**src/rtl/mips_multicycle_control.sv**
```systemverilog
// Multi-cycle MIPS control FSM. Strobes are registered from the next state;
// the only combinational path is the branch PCWrite term on Zero in BRANCH.
module mips_multicycle_control (
  input  logic       clk,
  input  logic       reset,
  input  logic [5:0] Opcode,
  input  logic [5:0] Funct,
  input  logic       Zero,
  output logic       PCWrite,
  output logic       IorD,
  output logic       MemRead,
  output logic       MemWrite,
  output logic       IRWrite,
  output logic       RegDst,
  output logic       MemtoReg,
  output logic       RegWrite,
  output logic       ALUSrcA,
  output logic [1:0] ALUSrcB,
  output logic       ExtZero,
  output logic [1:0] PCSource,
  output logic [3:0] ALUOperation
);

  localparam logic [3:0] ALU_AND = 4'b0000, ALU_OR  = 4'b0001, ALU_NOR = 4'b0010,
                         ALU_ADD = 4'b0011, ALU_SUB = 4'b0100, ALU_SLL = 4'b0101,
                         ALU_SRL = 4'b0110, ALU_LUI = 4'b0111;

  localparam logic [5:0] OP_R    = 6'h00, OP_J    = 6'h02, OP_BEQ  = 6'h04,
                         OP_BNE  = 6'h05, OP_ADDI = 6'h08, OP_ANDI = 6'h0C,
                         OP_ORI  = 6'h0D, OP_LUI  = 6'h0F, OP_LW   = 6'h23,
                         OP_SW   = 6'h2B;

  typedef enum logic [3:0] {
    S_INIT, S_FETCH, S_DECODE, S_MEMADR, S_MEMRD, S_MEMWB, S_MEMWR,
    S_RTEXE, S_RTWB, S_BRANCH, S_IMMEXE, S_IMMWB, S_JUMP
  } state_t;

  typedef struct packed {
    logic       pcw;
    logic       iord;
    logic       mrd;
    logic       mwr;
    logic       irw;
    logic       regdst;
    logic       m2r;
    logic       regw;
    logic       srca;
    logic [1:0] srcb;
    logic       extz;
    logic [1:0] pcsrc;
    logic [3:0] aluop;
  } ctrl_t;

  state_t state_q, state_d;
  ctrl_t  ctrl_q, ctrl_d;
  logic   bne_q;

  function automatic logic [3:0] rt_op(input logic [5:0] f);
    case (f)
      6'h20:   return ALU_ADD;
      6'h22:   return ALU_SUB;
      6'h24:   return ALU_AND;
      6'h25:   return ALU_OR;
      6'h27:   return ALU_NOR;
      6'h00:   return ALU_SLL;
      6'h02:   return ALU_SRL;
      default: return ALU_AND;
    endcase
  endfunction

  function automatic logic rt_legal(input logic [5:0] f);
    case (f)
      6'h20, 6'h22, 6'h24, 6'h25, 6'h27, 6'h00, 6'h02: return 1'b1;
      default: return 1'b0;
    endcase
  endfunction

  function automatic logic [3:0] imm_op(input logic [5:0] op);
    case (op)
      OP_ANDI: return ALU_AND;
      OP_ORI:  return ALU_OR;
      OP_LUI:  return ALU_LUI;
      default: return ALU_ADD;
    endcase
  endfunction

  always_comb begin
    state_d = state_q;
    case (state_q)
      S_INIT:   state_d = S_FETCH;
      S_FETCH:  state_d = S_DECODE;
      S_DECODE: begin
        case (Opcode)
          OP_LW, OP_SW:                     state_d = S_MEMADR;
          OP_R:                             state_d = S_RTEXE;
          OP_BEQ, OP_BNE:                   state_d = S_BRANCH;
          OP_ADDI, OP_ANDI, OP_ORI, OP_LUI: state_d = S_IMMEXE;
          OP_J:                             state_d = S_JUMP;
          default:                          state_d = S_FETCH;
        endcase
      end
      S_MEMADR: state_d = (Opcode == OP_LW) ? S_MEMRD : S_MEMWR;
      S_MEMRD:  state_d = S_MEMWB;
      S_RTEXE:  state_d = S_RTWB;
      S_IMMEXE: state_d = S_IMMWB;
      S_MEMWB, S_MEMWR, S_RTWB, S_BRANCH, S_IMMWB, S_JUMP: state_d = S_FETCH;
      default:  state_d = S_INIT;
    endcase
  end

  // Strobes for the state being entered; Opcode/Funct are stable from DECODE on.
  always_comb begin
    ctrl_d       = '0;
    ctrl_d.aluop = ALU_ADD;
    case (state_d)
      S_INIT:   ctrl_d.aluop = ALU_AND;
      S_FETCH:  begin ctrl_d.pcw = 1'b1; ctrl_d.mrd = 1'b1; ctrl_d.irw = 1'b1; ctrl_d.srcb = 2'b01; end
      S_DECODE: ctrl_d.srcb = 2'b11;
      S_MEMADR: begin ctrl_d.srca = 1'b1; ctrl_d.srcb = 2'b10; end
      S_MEMRD:  begin ctrl_d.mrd = 1'b1; ctrl_d.iord = 1'b1; end
      S_MEMWB:  begin ctrl_d.regw = 1'b1; ctrl_d.m2r = 1'b1; end
      S_MEMWR:  begin ctrl_d.mwr = 1'b1; ctrl_d.iord = 1'b1; end
      S_RTEXE:  begin ctrl_d.srca = 1'b1; ctrl_d.aluop = rt_op(Funct); end
      S_RTWB:   begin ctrl_d.regdst = 1'b1; ctrl_d.regw = rt_legal(Funct); end
      S_BRANCH: begin ctrl_d.srca = 1'b1; ctrl_d.aluop = ALU_SUB; ctrl_d.pcsrc = 2'b01; end
      S_IMMEXE: begin
        ctrl_d.srca  = 1'b1;
        ctrl_d.srcb  = 2'b10;
        ctrl_d.aluop = imm_op(Opcode);
        ctrl_d.extz  = (Opcode != OP_ADDI);
      end
      S_IMMWB:  begin
        ctrl_d.regw  = 1'b1;
        ctrl_d.aluop = imm_op(Opcode);
        ctrl_d.extz  = (Opcode != OP_ADDI);
      end
      S_JUMP:   begin ctrl_d.pcw = 1'b1; ctrl_d.pcsrc = 2'b10; end
      default:  ctrl_d = '0;
    endcase
  end

  always_ff @(posedge clk or negedge reset) begin
    if (!reset) begin
      state_q <= S_INIT;
      ctrl_q  <= '0;
      bne_q   <= 1'b0;
    end else begin
      state_q <= state_d;
      ctrl_q  <= ctrl_d;
      if (state_q == S_DECODE) bne_q <= (Opcode == OP_BNE);
    end
  end

  assign PCWrite      = ctrl_q.pcw | ((state_q == S_BRANCH) & (Zero ^ bne_q));
  assign IorD         = ctrl_q.iord;
  assign MemRead      = ctrl_q.mrd;
  assign MemWrite     = ctrl_q.mwr;
  assign IRWrite      = ctrl_q.irw;
  assign RegDst       = ctrl_q.regdst;
  assign MemtoReg     = ctrl_q.m2r;
  assign RegWrite     = ctrl_q.regw;
  assign ALUSrcA      = ctrl_q.srca;
  assign ALUSrcB      = ctrl_q.srcb;
  assign ExtZero      = ctrl_q.extz;
  assign PCSource     = ctrl_q.pcsrc;
  assign ALUOperation = ctrl_q.aluop;

endmodule

```
**config.mk**
```make
export PLATFORM = sky130hd
export DESIGN_NAME = mips_multicycle_control
export DESIGN_NICKNAME = d
export VERILOG_FILES = /design/src/rtl/mips_multicycle_control.sv
export SDC_FILE = /design/constraint.sdc
export NUM_CORES = 1
export LEC_CHECK = 0
export ABC_AREA = 0
export BUFFER_PORTS_ARGS = -buffer_cell sky130_fd_sc_hd__buf_2
export CAP_MARGIN = 20
export CORE_UTILIZATION = 52
export DETAILED_ROUTE_END_ITERATION = 10
export PLACE_DENSITY = 0.78
export SLEW_MARGIN = 10
export SYNTH_ARGS = -nofsm -noshare
export SYNTH_HDL_FRONTEND = slang
export SYNTH_SLANG_ARGS = --single-unit
```
**constraint.sdc**
```tcl
create_clock -name clk -period 3.2 [get_ports clk]
set_clock_uncertainty 0.2 [all_clocks]
set_input_delay 0.48 -clock clk [delete_from_list [all_inputs] [get_ports clk]]
set_output_delay 0.48 -clock clk [all_outputs]
set_load 0.01 [all_outputs]
```
==> results of run 1 <==
## kinds of logic (layout without fill, tap and decap cells)
logic type,after synthesis,count (layout),share of synthesized area
xor+xnor,4,4,0.0261
buf+inv,22,44,0.0995
flops,22,22,0.409
compound gates,33,33,0.200
other cells,1,1,0.00279
mux,2,2,0.0149
simple gates,63,63,0.247
## per-stage QoR
step	instance area, sq um	util	hold WS [ns]	worst slack (ns)
3_3_place_gp	1440	0.586	0.258	0.686
4_1_cts	1500	0.612	0.245	0.836
6_report	1500	0.612	0.244	0.812
3_5_place_dp	1440	0.586	0.267	0.654
5_1_grt	1500	0.612	0.250	0.746
2_1_floorplan	1350	-	-0.0156	0.904
## metal layers
| layer | global-route usage | vias to the layer above |
|---|---|---|
| li1 | - | 559 |
| met1 | 0.299 | 531 |
| met2 | 0.361 | 51 |
| met3 | 0.0460 | 9 |
| met4 | 0.0746 | 0 |
| met5 | 0 | - |
## what timing repair did
action / 4_1_cts / 5_1_grt
endpoints found under the setup margin: 0 / 0
hold buffers: 1 / 0
hold endpoints to repair: 22 / 0
## critical path: cells and delay by family, from the launching register on
family | cells | cell delay, ns
and+or+nand+nor | 3 | 0.94
AOI/OAI and AO/OA | 3 | 0.54
DFF | 1 | 0.53
buffers and inverters | 1 | 0.07
## cell type report
cell class,instances,area [sq um]
Clock buffer,3,22.5
Timing Repair Buffer,32,165
Tap cell,30,37.5
Multi-Input combinational cell,103,661
Clock inverter,1,30.0
Inverter,8,35.0
Sequential cell,22,551
Fill cell,218,953
## registers in the layout (all words and copies together) (netlist names)
register      cells
ExtZero           1
RegWrite          1
PCSource          2
MemtoReg          1
state_q           4
MemWrite          1
ALUSrcA           1
ALUOperation      3
RegDst            1
MemRead           1
ALUSrcB           2
bne_q             1
IorD              1
ctrl_q            1
IRWrite           1
## worst paths after layout
kind                            start              end
hold reg to reg                 bne_q            bne_q
setup / recovery           state_q[0]  ALUOperation[0]
setup reg to reg           state_q[0]  ALUOperation[0]
hold / removal              Opcode[3]            bne_q
min in group asynchronous       reset          IRWrite
max in group asynchronous       reset          ExtZero
## where the power goes
group / total (W) / switching (W) / internal [W]
Clock: 0.000215 / 0.0000878 / 0.000127
Sequential: 0.000450 / 0.0000770 / 0.000373
Combinational: 0.000665 / 0.000385 / 0.000280
## layout by cell type (no fill, tap or decap), types with 2 or more instances in the layout
| cell | n |
|---|---|
| o21ai_0 | 2 |
| or3_1 | 3 |
| a31oi_1 | 3 |
| nand2b_1 | 9 |
| a21oi_1 | 4 |
| nand4b_1 | 2 |
| inv_1 | 7 |
| dfrtp_1 | 22 |
| a311o_1 | 2 |
| nand2_1 | 9 |
| buf_2 | 31 |
| nor3_1 | 5 |
| nor2_1 | 20 |
| nor2b_1 | 3 |
| a22oi_1 | 2 |
| mux2i_1 | 2 |
| a31o_2 | 2 |
| o21ai_1 | 2 |
| xnor2_1 | 3 |
| clkbuf_4 | 3 |
| nand3_1 | 2 |
| o31ai_1 | 2 |
==> impl_metrics.toml, run 1 <==
[outcome]
status = "finished clean"

[floorplan]
row_count = 18
start_util = 0.548
dieArea_sq_um = 2790
die_h_um = 52.9
die_w_um = 52.9
ios = 33
core_sq_um = 2450

[setup_path]
rrSetupSlack_ns = 0.81
reg2reg_depth = 7
critPathKind = "reg2reg"
critPathLaunchType = "flip-flop"
slowest_stage = "dfrtp_1"
endpoint_kind = "flip-flop"
cpPeakStageDelay_ns = 0.53
critPathRequiredTime_ns = 3.20
critPathMaxFanout = 10
path_cells = "or2_0 -> or4_4 -> o211a_4 -> clkinv_4 -> and3_4 -> a211oi_1 -> a311o_1"
cp.arrival_ns = 2.38

[layout]
fin_nets = 185
finalNonFillerCells = 199
area_growth_pct = 11.6
final_layout_size_suffix_gt1_frac = 0.278
diodes = 0

[placement]
portBuffers = 31
placedCellCount = 194
hpwl_mm = 2.09
gp_congestion = 0.932

[route]
first_pass_iters = 4
drt_wl_total_mm = 2.82
final_antenna_net_count = 0
topRoutingLayerUsed = "met4"
drtIter0Drc = 54
wl_met2_mm = 1.33
vias_per_cell = 5.78
drc_errors = 0
wl_met1_mm = 1.23
routedWlPerCell_um = 14.2
route.met3.wl_um = 192
dr_total_vias = 1150

[yosys]
synth_top_area_frac = 0.409
synth_edf_count = 0
synth_area_leaders = "dfrtp_1, nor2_1, buf_4, nand2b_1, nand2_1"
syn_nets = 162
synth_ff_type = "dfrtp_1"
synth_area_leader_cell = "dfrtp_1"
syn_avg_cell_area_sq_um = 9.15
synth_commonest_cells = "dfrtp_1, nor2_1, buf_4, nand2_1, nand2b_1"
synth-seq-cells = 22
yosysMostFrequentCell = "dfrtp_1"
yosysSeqAreaShare = 0.409
async_reset_ff_frac = 1.00
yosysWarnings = 0
syn_area_sq_um = 1350
yosysUniqueCellTypes = 50
netlist_instances = 147

[grt]
grt_pass1_wl_mm = 4.43
grt_max_degree = 23
antenna_found_initial = 0
grt_usage = 0.224
grt-ovfl-total = 0
grt_pass1_vias = 1027

[clocking]
cts.clk_slew.worst_paths_ns = 0.13
clockBufferDepth = 2
clk_latency_ns = 0.32
cts_resized = 0
cts_tree = "built"
htreeDepth = 1
post_cts_buffers = 0
numCtsBuffers = 3
clockRootBuffer = "clkbuf_4"
cts_sinks = 22

[sta]
slew_viol_final = 0
setup_tns_ns = 0
finalHoldViolations = 0
rsz0062_at_grt = "false"
period_share = 0.746
fmax_mhz = 419
setup_violations = 0
period_needed_ns = 2.39

[worst_hold_path]
hp-class = "in2reg"
hold_depth = 2

[pwr]
p_leak_nw = 0.729
power_density_nw_per_um2 = 885
peakVddDrop_mv = 0.519
p_total_w = 0.00133

[job]
max_cap_violations = 0
No activity file was read; power rests on OpenSTA's default activity.
==> inputs of run 2 (changes only) <==
--- a/config.mk
+++ b/config.mk
@@ -5,12 +5,12 @@
 export SDC_FILE = /design/constraint.sdc
 export NUM_CORES = 1
 export LEC_CHECK = 0
-export ABC_AREA = 0
+export ABC_AREA = 1
 export BUFFER_PORTS_ARGS = -buffer_cell sky130_fd_sc_hd__buf_2
 export CAP_MARGIN = 20
-export CORE_UTILIZATION = 52
+export CORE_UTILIZATION = 47
 export DETAILED_ROUTE_END_ITERATION = 10
-export PLACE_DENSITY = 0.78
+export PLACE_DENSITY = 0.74
 export SLEW_MARGIN = 10
 export SYNTH_ARGS = -nofsm -noshare
 export SYNTH_HDL_FRONTEND = slang
==> constraint.sdc (replaced) <==
create_clock -name clk -period 2 [get_ports clk]
set_clock_uncertainty 0.2 [all_clocks]
set_input_delay 0.3 -clock clk [delete_from_list [all_inputs] [get_ports clk]]
set_output_delay 0.3 -clock clk [all_outputs]
set_load 0.01 [all_outputs]
==> impl_metrics.toml, run 2 <==
[sta]
finalHoldViolations = 0
setup_violations = 0
period_needed_ns = 1.86
slew_viol_final = 0
fmax_mhz = 538
setup_tns_ns = 0
period_share = 0.929
rsz0062_at_grt = "false"
finalWorstSetupSlack_ns = 0.142

[placement]
pre_cts_slack_ns = 0.180
portBuffers = 31
gp_congestion = 0.808
hpwl_mm = 2.26

[grt]
grt_pass1_vias = 1143
grt-ovfl-total = 0
grt_pass1_wl_mm = 4.73
antenna_found_initial = 0
grt_max_degree = 23
grt_usage = 0.199

[setup_path]
slowest_stage = "dfrtp_1"
path_cells = "inv_1 -> nor2_1 -> a31o_2 -> buf_2"
reg2reg_depth = 9
critPathMaxFanout = 3
cp.arrival_ns = 1.36
critPathLaunchType = "flip-flop"
startpoint = "state_q[3]"
regToRegEndpoint = "ALUSrcB[1]"
critPathKind = "reg2out"
crit_family = "flip-flops"
regToRegStartpoint = "state_q[2]"
cpPeakStageDelay_ns = 0.43
rrSetupSlack_ns = 0.16
cp-endpoint = "PCWrite"
critPathRequiredTime_ns = 1.50
cp.depth = 4
endpoint_kind = "output pin"
crit_buf_inv = 2

[pwr]
seqPwrFrac = 0.328
peakVddDrop_mv = 0.752
p_leak_nw = 0.898
power.switching_w = 0.000886
clkPwrFrac = 0.121
switching_share = 0.442
p_total_w = 0.00200
power_density_nw_per_um2 = 1300
p_int_w = 0.00112
combPwrFrac = 0.551

[yosys]
synth_top_area_frac = 0.403
syn_avg_cell_area_sq_um = 7.94
synth_area_leaders = "dfrtp_1, nand2_1, inv_1, nand3_1, buf_4"
synth_commonest_cells = "nand2_1, inv_1, dfrtp_1"
synth-seq-cells = 22
syn_nets = 187
synth_area_leader_cell = "dfrtp_1"
synth_ff_type = "dfrtp_1"
yosysUniqueCellTypes = 29
synth_edf_count = 0
yosysMostFrequentCell = "nand2_1"
yosysSeqAreaShare = 0.403
yosysWarnings = 0
async_reset_ff_frac = 1.00
syn_area_sq_um = 1370
netlist_instances = 172

[route]
drt_wl_total_mm = 2.74
drc_errors = 0
drtIter0Drc = 36
routedWlPerCell_um = 11.9
dr_total_vias = 1163
final_antenna_net_count = 0
first_pass_iters = 4
vias_per_cell = 5.03

[clocking]
clk_latency_ns = 0.31
clockRootBuffer = "clkbuf_4"
cts_tree = "built"
clockBufferDepth = 2
numCtsBuffers = 3
htreeDepth = 1
cts_sinks = 22
cts_resized = 0
cts.clk_slew.worst_paths_ns = 0.12

[floorplan]
die_w_um = 55.9
dieArea_sq_um = 3130
start_util = 0.495
ios = 33
core_sq_um = 2760
die_h_um = 55.9
row_count = 19

[layout]
mostFrequentLayoutCells = "nand2_1, buf_2, inv_1"
area_growth_pct = 13.2
fin_nets = 216
final_layout_size_suffix_gt1_frac = 0.355
diodes = 0
largest_register = "state_q"
postLayoutCoreUtil = 0.561
n_fill_cell = 263
final_common_cell = "nand2_1"
largest_reg_flops = 4

[job]
max_cap_violations = 0

[outcome]
status = "finished clean"

[worst_hold_path]
hold_depth = 3
hp-class = "in2reg"
-- run 2: cell types whose count changed after synthesis, sizes merged, moves of 6 or more --
cell / delta
nand2: +33
nor2: +8
buf: -6
inv: +21
nand2b: -9
nand3: +18
-- run 2: worst min-delay path by stage --
stage	slack, ns	startpoint	to
floorplan	-0.20	reset	ALUOperation[0]
global placement	0.08	reset	MemtoReg
detailed placement	0.09	reset	MemtoReg
CTS	0.10	Opcode[0]	bne_q
global route	0.12	Opcode[0]	bne_q
finish	0.11	Opcode[0]	bne_q
-- run 2: final cells by class --
class	instances	area (sq um)	area share
Sequential cell	22	551	0.356
Tap cell	31	38.8	0.0251
Clock buffer	4	36.3	0.0235
Inverter	28	105	0.0680
Timing Repair Buffer	32	165	0.107
Multi-Input combinational cell	114	651	0.421
-- run 2: tightest hold or removal path: stages --
cell and delay [ns]:
buf_2 0.12, inv_2 0.09, o31ai_1 0.08
-- run 2: through the flow --
stage	instance area (sq um)	hold WS, ns	std cells
5_1_grt	1550	0.119	231
2_1_floorplan	1370	-0.196	172
3_3_place_gp	1500	0.0769	226
6_report	1550	0.107	231
4_1_cts	1550	0.105	231
3_5_place_dp	1500	0.0858	226
-- run 2: kinds of logic after synthesis --
group	after synthesis	share of synthesized area
buffers and inverters	36	0.121
DFF	22	0.403
other	1	0.00274
AOI/OAI and AO/OA	12	0.0815
and+or+nand+nor	100	0.386
xor gates and xnor gates	1	0.00641
-- run 2: power by group through the flow --
stage / logic (W) / clock network [W] / registers, W
4_1_cts: 0.00111 / 0.000248 / 0.000659
6_report: 0.00110 / 0.000243 / 0.000657
2_1_floorplan: 0.000868 / 0 / 0.000690
3_5_place_dp: 0.00111 / 0 / 0.000669
5_1_grt: 0.00123 / 0.000265 / 0.000672
3_3_place_gp: 0.00108 / 0 / 0.000664
-- run 2: what timing repair did --
action / 4_1_cts / 5_1_grt
setup buffers: 0 / 0
endpoints found under the hold margin: 22 / 0
hold buffers: 1 / 0
endpoints found under the setup margin: 0 / 0
-- run 2: metal layers --
layer,part of all wire,global-route usage,vias to the layer above
li1,-,-,591
met2,0.52,0.365,37
met4,0.030,0.105,0
met3,0.048,0.0279,6
met1,0.40,0.223,529
met5,0,0,-
==> inputs of run 3 (changes only) <==
--- a/config.mk
+++ b/config.mk
@@ -8,9 +8,11 @@
 export ABC_AREA = 1
 export BUFFER_PORTS_ARGS = -buffer_cell sky130_fd_sc_hd__buf_2
 export CAP_MARGIN = 20
-export CORE_UTILIZATION = 47
+export CORE_UTILIZATION = 50
+export CTS_BUF_LIST = sky130_fd_sc_hd__clkbuf_8
 export DETAILED_ROUTE_END_ITERATION = 10
-export PLACE_DENSITY = 0.74
+export MAX_ROUTING_LAYER = met4
+export PLACE_DENSITY = 0.78
 export SLEW_MARGIN = 10
 export SYNTH_ARGS = -nofsm -noshare
 export SYNTH_HDL_FRONTEND = slang
==> impl_metrics.toml, run 3 (synthesis gave the netlist of run 2 again) <==
[outcome]
status = "finished clean"

[clocking]
htreeDepth = 1
post_cts_buffers = 0
cts_tree = "built"
cts_sinks = 22
postCtsHoldBufs = 1
numCtsBuffers = 3
cts.clk_slew.worst_paths_ns = 0.07
clockBufferDepth = 2
clk_latency_ns = 0.26
clockRootBuffer = "clkbuf_8"
cts_resized = 0

[placement]
hpwl_mm = 2.25
gp_congestion = 0.837
pre_cts_slack_ns = 0.176
portBuffers = 31

[grt]
grt_usage = 0.220
use_met2 = 0.378
grt_use_met3 = 0.0167
grt_pass1_vias = 1032
grt-ovfl-total = 0
antenna_found_initial = 0
use_met1 = 0.264
gr-max-usage-layer = "met2"
grt_max_degree = 23
grt_pass1_wl_mm = 4.40

[sta]
period_needed_ns = 1.79
finalHoldViolations = 0
period_share = 0.896
setup_violations = 0
slew_viol_final = 0
setup_tns_ns = 0
rsz0062_at_grt = "false"
finalWorstSetupSlack_ns = 0.208
fmax_mhz = 558

[worst_hold_path]
hp-class = "in2reg"

[route]
routedWlPerCell_um = 12.1
dr_total_vias = 1168
first_pass_iters = 4
vias_per_cell = 5.10
drt_wl_total_mm = 2.77
drtIter0Drc = 31
final_antenna_net_count = 0
drc_errors = 0

[floorplan]
die_w_um = 54.3
row_count = 18
start_util = 0.542
die_h_um = 54.3
ios = 33
dieArea_sq_um = 2950
core_sq_um = 2520

[pwr]
peakVddDrop_mv = 0.866
p_leak_nw = 0.899
power_density_nw_per_um2 = 1310

[layout]
largest_reg_flops = 4
n_fill_cell = 238
multi_input_area_sq_um = 651
fin_nets = 216
area_growth_pct = 13.5
regArea_sq_um = 551
final_layout_size_suffix_gt1_frac = 0.352
largest_register = "state_q"
final_common_cell = "nand2_1"
diodes = 0
mostFrequentLayoutCells = "nand2_1, buf_2, inv_1"

[setup_path]
path_cells = "inv_1 -> nor2_1 -> a31o_2 -> buf_2"
critPathMaxFanout = 3
critPathLaunchType = "flip-flop"
endpoint_kind = "output pin"
slowest_stage = "dfrtp_1"
critPathRequiredTime_ns = 1.50
critPathKind = "reg2out"
cpPeakStageDelay_ns = 0.41
cp.arrival_ns = 1.29

[job]
max_cap_violations = 0
-- run 3: cell type report --
cell class,instances,share of cell area
timing repair buffer,32,0.107
tap,30,0.0242
sequential,22,0.355
multi-input combinational,114,0.420
clock buffer,3,0.0266
inverter,28,0.0678
-- run 3: report_power, final --
part / switching, W / internal (W) / leakage [nW]
clock network: 0.000135 / 0.000134 / 0.0216
logic: 0.000693 / 0.000411 / 0.590
registers: 0.0000657 / 0.000597 / 0.287
-- run 3: final timing paths --
kind	start	endpoint	slack [ns]	cells after the start
setup / recovery	state_q[3]	PCWrite	0.21	4
hold / removal	Opcode[0]	bne_q	0.18	3
setup reg to reg	state_q[2]	ALUOperation[2]	0.23	10
hold reg to reg	bne_q	bne_q	0.33	2
max in group asynchronous	reset	ExtZero	0.94	2
min in group asynchronous	reset	MemtoReg	0.33	2
-- run 3: through the flow --
stage                     total power, W  area (sq um)  cells  utilization  hold WS [ns]
after global placement           0.00174          1500    225        0.594        0.0754
after detailed placement         0.00177          1500    225        0.594        0.0894
after CTS                        0.00205          1550    229        0.615         0.168
final                            0.00204          1550    229        0.615         0.182
after floorplan                  0.00156          1370    172            -        -0.196
after global routing             0.00221          1550    229        0.615         0.184
-- run 3: layer usage --
metal  vias up  share of wire
li1        591              -
met1       536           0.43
met2        35           0.51
met3         6          0.041
met4         0          0.018
met5         -              0
-- run 3: worst max-delay path, delay by kind of cell, from the launching register on --
kind	cells	cell delay (ns)
DFF	1	0.41
buffers and inverters	2	0.21
and+or+nand+nor	1	0.22
AOI/OAI and AO/OA	1	0.19
